--- src/rtl/cic_comp_fir.sv ---
// cic_comp_fir: symmetric CIC droop-compensation FIR with one time-multiplexed pre-add/MAC datapath.
// Define CIC_COMP_SAT_EN to clip the rounded result (and pulse sat); otherwise the result wraps.
module cic_comp_fir #(
  parameter int DATA_WIDTH  = 16,
  parameter int COEFF_WIDTH = 16,
  parameter int NTAPS       = 15,
  parameter int ACC_WIDTH   = 40
) (
  input  logic                          clk,
  input  logic                          rst_n,
  input  logic                          in_valid,
  input  logic signed [DATA_WIDTH-1:0]  x_in,
  output logic                          in_ready,
  input  logic                          coeff_we,
  input  logic        [4:0]             coeff_addr,
  input  logic signed [COEFF_WIDTH-1:0] coeff_data,
  output logic                          out_valid,
  output logic signed [DATA_WIDTH-1:0]  y_out,
  output logic                          overrun,
  output logic                          sat
);
  localparam int M  = (NTAPS + 1) / 2;
  localparam int KW = $clog2(M);
  localparam int XW = $clog2(NTAPS);
  localparam logic [1:0] S_IDLE  = 2'd0;
  localparam logic [1:0] S_MAC   = 2'd1;
  localparam logic [1:0] S_ROUND = 2'd2;
  localparam logic signed [ACC_WIDTH-1:0] RND = ACC_WIDTH'(1) <<< (COEFF_WIDTH - 2);
  localparam logic signed [COEFF_WIDTH-1:0] C_CTR = {1'b0, {(COEFF_WIDTH-1){1'b1}}};
  logic        [1:0]                  r_state;
  logic        [KW-1:0]               r_k;
  logic signed [DATA_WIDTH-1:0]       r_x [NTAPS];
  logic signed [COEFF_WIDTH-1:0]      r_c [M];
  logic signed [ACC_WIDTH-1:0]        r_acc;
  logic        [XW-1:0]               w_j;
  logic                               w_last;
  logic signed [DATA_WIDTH:0]         w_pre;
  logic signed [DATA_WIDTH+COEFF_WIDTH:0] w_prod;
  logic signed [DATA_WIDTH-1:0]       w_y;
  logic                               w_sat;
  assign in_ready = (r_state == S_IDLE);
  assign w_last   = (r_k == KW'(M - 1));
  assign w_j      = XW'(NTAPS - 1) - XW'(r_k);
  // Centre tap is not paired, so it enters the multiplier without the pre-add
  assign w_pre  = w_last ? (DATA_WIDTH+1)'(r_x[M-1])
                         : (DATA_WIDTH+1)'(r_x[r_k]) + (DATA_WIDTH+1)'(r_x[w_j]);
  assign w_prod = w_pre * r_c[r_k];
`ifdef CIC_COMP_SAT_EN
  logic signed [ACC_WIDTH-1:0] w_r;
  logic                        w_ovf;
  assign w_r   = (r_acc + RND) >>> (COEFF_WIDTH - 1);
  assign w_ovf = ~(&w_r[ACC_WIDTH-1:DATA_WIDTH-1] | ~|w_r[ACC_WIDTH-1:DATA_WIDTH-1]);
  assign w_y   = w_ovf ? (w_r[ACC_WIDTH-1] ? {1'b1, {(DATA_WIDTH-1){1'b0}}}
                                           : {1'b0, {(DATA_WIDTH-1){1'b1}}})
                       : w_r[DATA_WIDTH-1:0];
  assign w_sat = w_ovf;
`else
  assign w_y   = DATA_WIDTH'((r_acc + RND) >>> (COEFF_WIDTH - 1));
  assign w_sat = 1'b0;
`endif
  always_ff @(posedge clk or negedge rst_n) begin
    if (!rst_n) begin
      r_state   <= S_IDLE;
      r_k       <= '0;
      r_acc     <= '0;
      out_valid <= 1'b0;
      y_out     <= '0;
      overrun   <= 1'b0;
      sat       <= 1'b0;
      for (int i = 0; i < NTAPS; i++) r_x[i] <= '0;
      for (int i = 0; i < M; i++) r_c[i] <= (i == M - 1) ? C_CTR : '0;
    end else begin
      out_valid <= 1'b0;
      sat       <= 1'b0;
      if (in_valid && r_state != S_IDLE) overrun <= 1'b1;
      if (coeff_we && r_state == S_IDLE && coeff_addr < 5'(M)) r_c[coeff_addr[KW-1:0]] <= coeff_data;
      case (r_state)
        S_IDLE: if (in_valid) begin
          for (int i = NTAPS - 1; i > 0; i--) r_x[i] <= r_x[i-1];
          r_x[0]  <= x_in;
          r_acc   <= '0;
          r_k     <= '0;
          r_state <= S_MAC;
        end
        S_MAC: begin
          r_acc   <= r_acc + ACC_WIDTH'(w_prod);
          r_k     <= r_k + 1'b1;
          r_state <= w_last ? S_ROUND : S_MAC;
        end
        S_ROUND: begin
          y_out     <= w_y;
          sat       <= w_sat;
          out_valid <= 1'b1;
          r_state   <= S_IDLE;
        end
        default: r_state <= S_IDLE;
      endcase
    end
  end
endmodule

--- config.mk ---
export PLATFORM = sky130hd
export DESIGN_NAME = cic_comp_fir
export DESIGN_NICKNAME = d
export VERILOG_FILES = /design/src/rtl/cic_comp_fir.sv
export SDC_FILE = /design/constraint.sdc
export NUM_CORES = 2
export LEC_CHECK = 0
export CORE_UTILIZATION = 45
export CTS_BUF_LIST = sky130_fd_sc_hd__clkbuf_4
export DETAILED_ROUTE_END_ITERATION = 10
export SETUP_SLACK_MARGIN = 0.15
export SLEW_MARGIN = 20
export SYNTH_ARGS = -nofsm -noshare
export SYNTH_HDL_FRONTEND = slang
export SYNTH_SLANG_ARGS = --single-unit
--- constraint.sdc ---
create_clock -name clk -period 10.38 [get_ports clk]
set_input_delay 2.076 -clock clk [delete_from_list [all_inputs] [get_ports clk]]
set_output_delay 2.076 -clock clk [all_outputs]
set_load 0.05 [all_outputs]
==> flow_summary.json <==
{
  "nets": 3721,
  "syn-num-nets": 3626,
  "clockBufferDepth": 3,
  "grt_pass1_vias": 23650,
  "die_h_microns": 264.5,
  "crit_required_ns": 11.13,
  "vias_per_cell": 5.292,
  "fmax_mhz": 101.8,
  "regArea_sq_um": 10590,
  "port_buffers": 59,
  "slew_headroom_pct": 23.93,
  "ctsHtreeMaxLevel": 3,
  "synthArstFlopShare_pct": 100.0,
  "clk_latency_ns": 0.91,
  "cts_sinks": 422,
  "status": "completed",
  "min_period_over_period_pct": 94.63,
  "slew_violations": 0,
  "ant_nets": 0,
  "drc": 0,
  "drtPass1Iterations": 6,
  "wl_per_cell_microns": 17.89,
  "layout_common_cells": "922 x nand2_1, 404 x dfrtp_1, 373 x inv_1",
  "floorplan.die.width_microns": 264.5,
  "multi_input_area_sq_um": 18560,
  "startpoint_type": "flip-flop",
  "crit_path_end_kind": "flip-flop",
  "dr_total_vias": 22500,
  "skew_ns": 0.06931,
  "grt_max_degree": 160,
  "syn_area_sq_um": 31020,
  "hp-class": "flip-flop to flip-flop",
  "cpPeakStageDelay_ns": 0.56,
  "ctsRootBufferMaster": "clkbuf_4",
  "crit_fanout": 6,
  "grt-ovfl-total": 0,
  "core_area_sq_um": 67630,
  "crit_type": "flip-flop to flip-flop",
  "synth-edff-count": 0,
  "ioPinCount": 61,
  "path_clk_slew_ns": 0.07,
  "crit_slowest_cell": "fa_1",
  "syn-instance-count": 3179,
  "layout.cells.non_filler": 4252,
  "area_growth_pct": 11.18,
  "hold_viol": 0,
  "drv_cap": 0,
  "die_area_sq_um": 69980,
  "setup_tns_ns": 0,
  "grt_use_total_pct": 22.76,
  "fill_cells": 6134,
  "synth-seq-area-share_pct": 34.11,
  "cts_made_buffers": 116,
  "arrival_ns": 10.57,
  "worstMarginPinSlew_ns": 1.138,
  "period_minus_slack_ns": 9.822,
  "layout-drive-gt1-share_pct": 16.60,
  "drt_wl_total_microns": 76060,
  "place_congestion": 0.9204,
  "tritoncts": "done",
  "avgSynthCellArea_sq_um": 9.757,
  "placed_cells": 4016,
  "initial_core_util_pct": 45.86,
  "finalSetupViolCount": 0,
  "hpwl_microns": 55000,
  "drt-initial-drc-count": 1567,
  "grt_pass1_wl_microns": 126100,
  "final_common_cell": "nand2_1",
  "synth.distinct_cells": 57,
  "antenna_found_initial": 2,
  "synthFlopType": "dfrtp_1",
  "num_rows": 95,
  "yosys_register_bits": 422,
  "yosysWarnings": 0,
  "rsz0062_at_grt": "false"
}
flip-flops by register name, indices dropped and copies added (netlist names):
signal	flops
r_acc	31
overrun	1
r_k	3
r_c	128
out_valid	1
y_out	16
r_x	240
r_state	2
worst max-delay path: cells and delay by family (launching register included):
kind	cells	cell delay, ns
AOI/OAI and AO/OA	14	2.78
xor gates and xnor gates	2	0.25
adders and majority gates	10	4.43
buffers and inverters	7	0.45
DFF	1	0.55
muxes	2	0.60
and+or+nand+nor	4	0.61
per-layer routing:
metal,up-vias,GRT usage [%],part of all wire (%)
li1,10370,-,-
met1,11460,30.80,44
met2,518,37.33,49
met3,149,3.456,4.6
met4,2,7.998,2.9
met5,-,0,0.016
kinds of logic after synthesis:
logic type                 synth area share, %
buffers and inverters                    6.438
muxes                                    13.86
DFF                                      34.11
other                                  0.01209
adders and majority gates                23.32
AOI/OAI and AO/OA                        4.607
and+or+nand+nor                          15.51
xor gates and xnor gates                 2.142
Yosys cell counts, types with 3 or more instances:
library cell / count / area, sq um
o21ai_0: 114 / 570.6
xor2_1: 29 / 254.0
mux2i_4: 3 / 67.56
a211oi_1: 3 / 22.52
a21oi_1: 35 / 175.2
dfrtp_1: 407 / 10180
buf_2: 21 / 105.1
fa_1: 287 / 5746
clkbuf_1: 111 / 416.7
o21a_1: 6 / 45.04
dfstp_2: 15 / 394.1
nor2_1: 172 / 645.6
o21bai_1: 5 / 37.54
nand2b_1: 29 / 181.4
or2_2: 4 / 25.02
a21o_1: 26 / 195.2
nor3_1: 8 / 40.04
xnor2_1: 45 / 394.1
ha_1: 119 / 1489
mux2_2: 159 / 1790
o21ai_1: 6 / 30.03
mux2i_1: 61 / 610.6
nor2b_1: 7 / 43.79
buf_1: 15 / 56.30
o211ai_1: 17 / 127.6
a2111oi_0: 3 / 26.28
and3_1: 11 / 68.82
a31oi_1: 7 / 43.79
nand2_1: 923 / 3465
nand4_1: 6 / 37.54
mux4_2: 80 / 1802
inv_1: 373 / 1400
nand3_1: 30 / 150.1
and2_1: 11 / 68.82
timing repair:
action / 4_1_cts / 5_1_grt
gates resized for setup: 1 / 25
setup buffers: 0 / 12
pin swaps: 0 / 5
hold buffers: 0 / 0
endpoints found under the setup margin: 1 / 9
cloned: 0 / 1
final timing paths:
check / startpoint / end / slack [ns] / cells after the start
max in group asynchronous: rst_n / r_acc[29] / 7.09 / 3
min in group asynchronous: rst_n / r_x[186] / 1.19 / 1
hold / removal: r_x[109] / r_x[93] / 0.44 / 2
hold reg to reg: r_x[109] / r_x[93] / 0.44 / 2
setup reg to reg: r_k[0] / r_acc[30] / 0.56 / 39
setup / recovery: r_k[0] / r_acc[30] / 0.56 / 39
cell type report:
| cell class | instances | share of cell area [%] |
|---|---|---|
| clock buffer | 186 | 4.049 |
| multi-input combinational | 2235 | 53.82 |
| timing repair buffer | 126 | 3.567 |
| tap | 873 | 3.168 |
| clock inverter | 32 | 0.6059 |
| antenna | 5 | 0.03628 |
| sequential | 422 | 30.70 |
| inverter | 373 | 4.060 |
metrics by stage:
stage	utilization [%]	hold slack, ns	setup slack (ns)	cell area, sq um
after floorplan	-	0.4451	0.5112	31020
final	50.99	0.4401	0.5578	34480
after global placement	48.21	0.4577	0.3631	32610
after detailed placement	48.22	0.4615	0.1200	32610
after global routing	50.99	0.4747	0.1465	34480
after CTS	50.60	0.4347	0.2135	34220
Power is left out: the tool's default activity adds up to more than one toggle a clock period on the data nets, which glitch-free logic cannot reach.
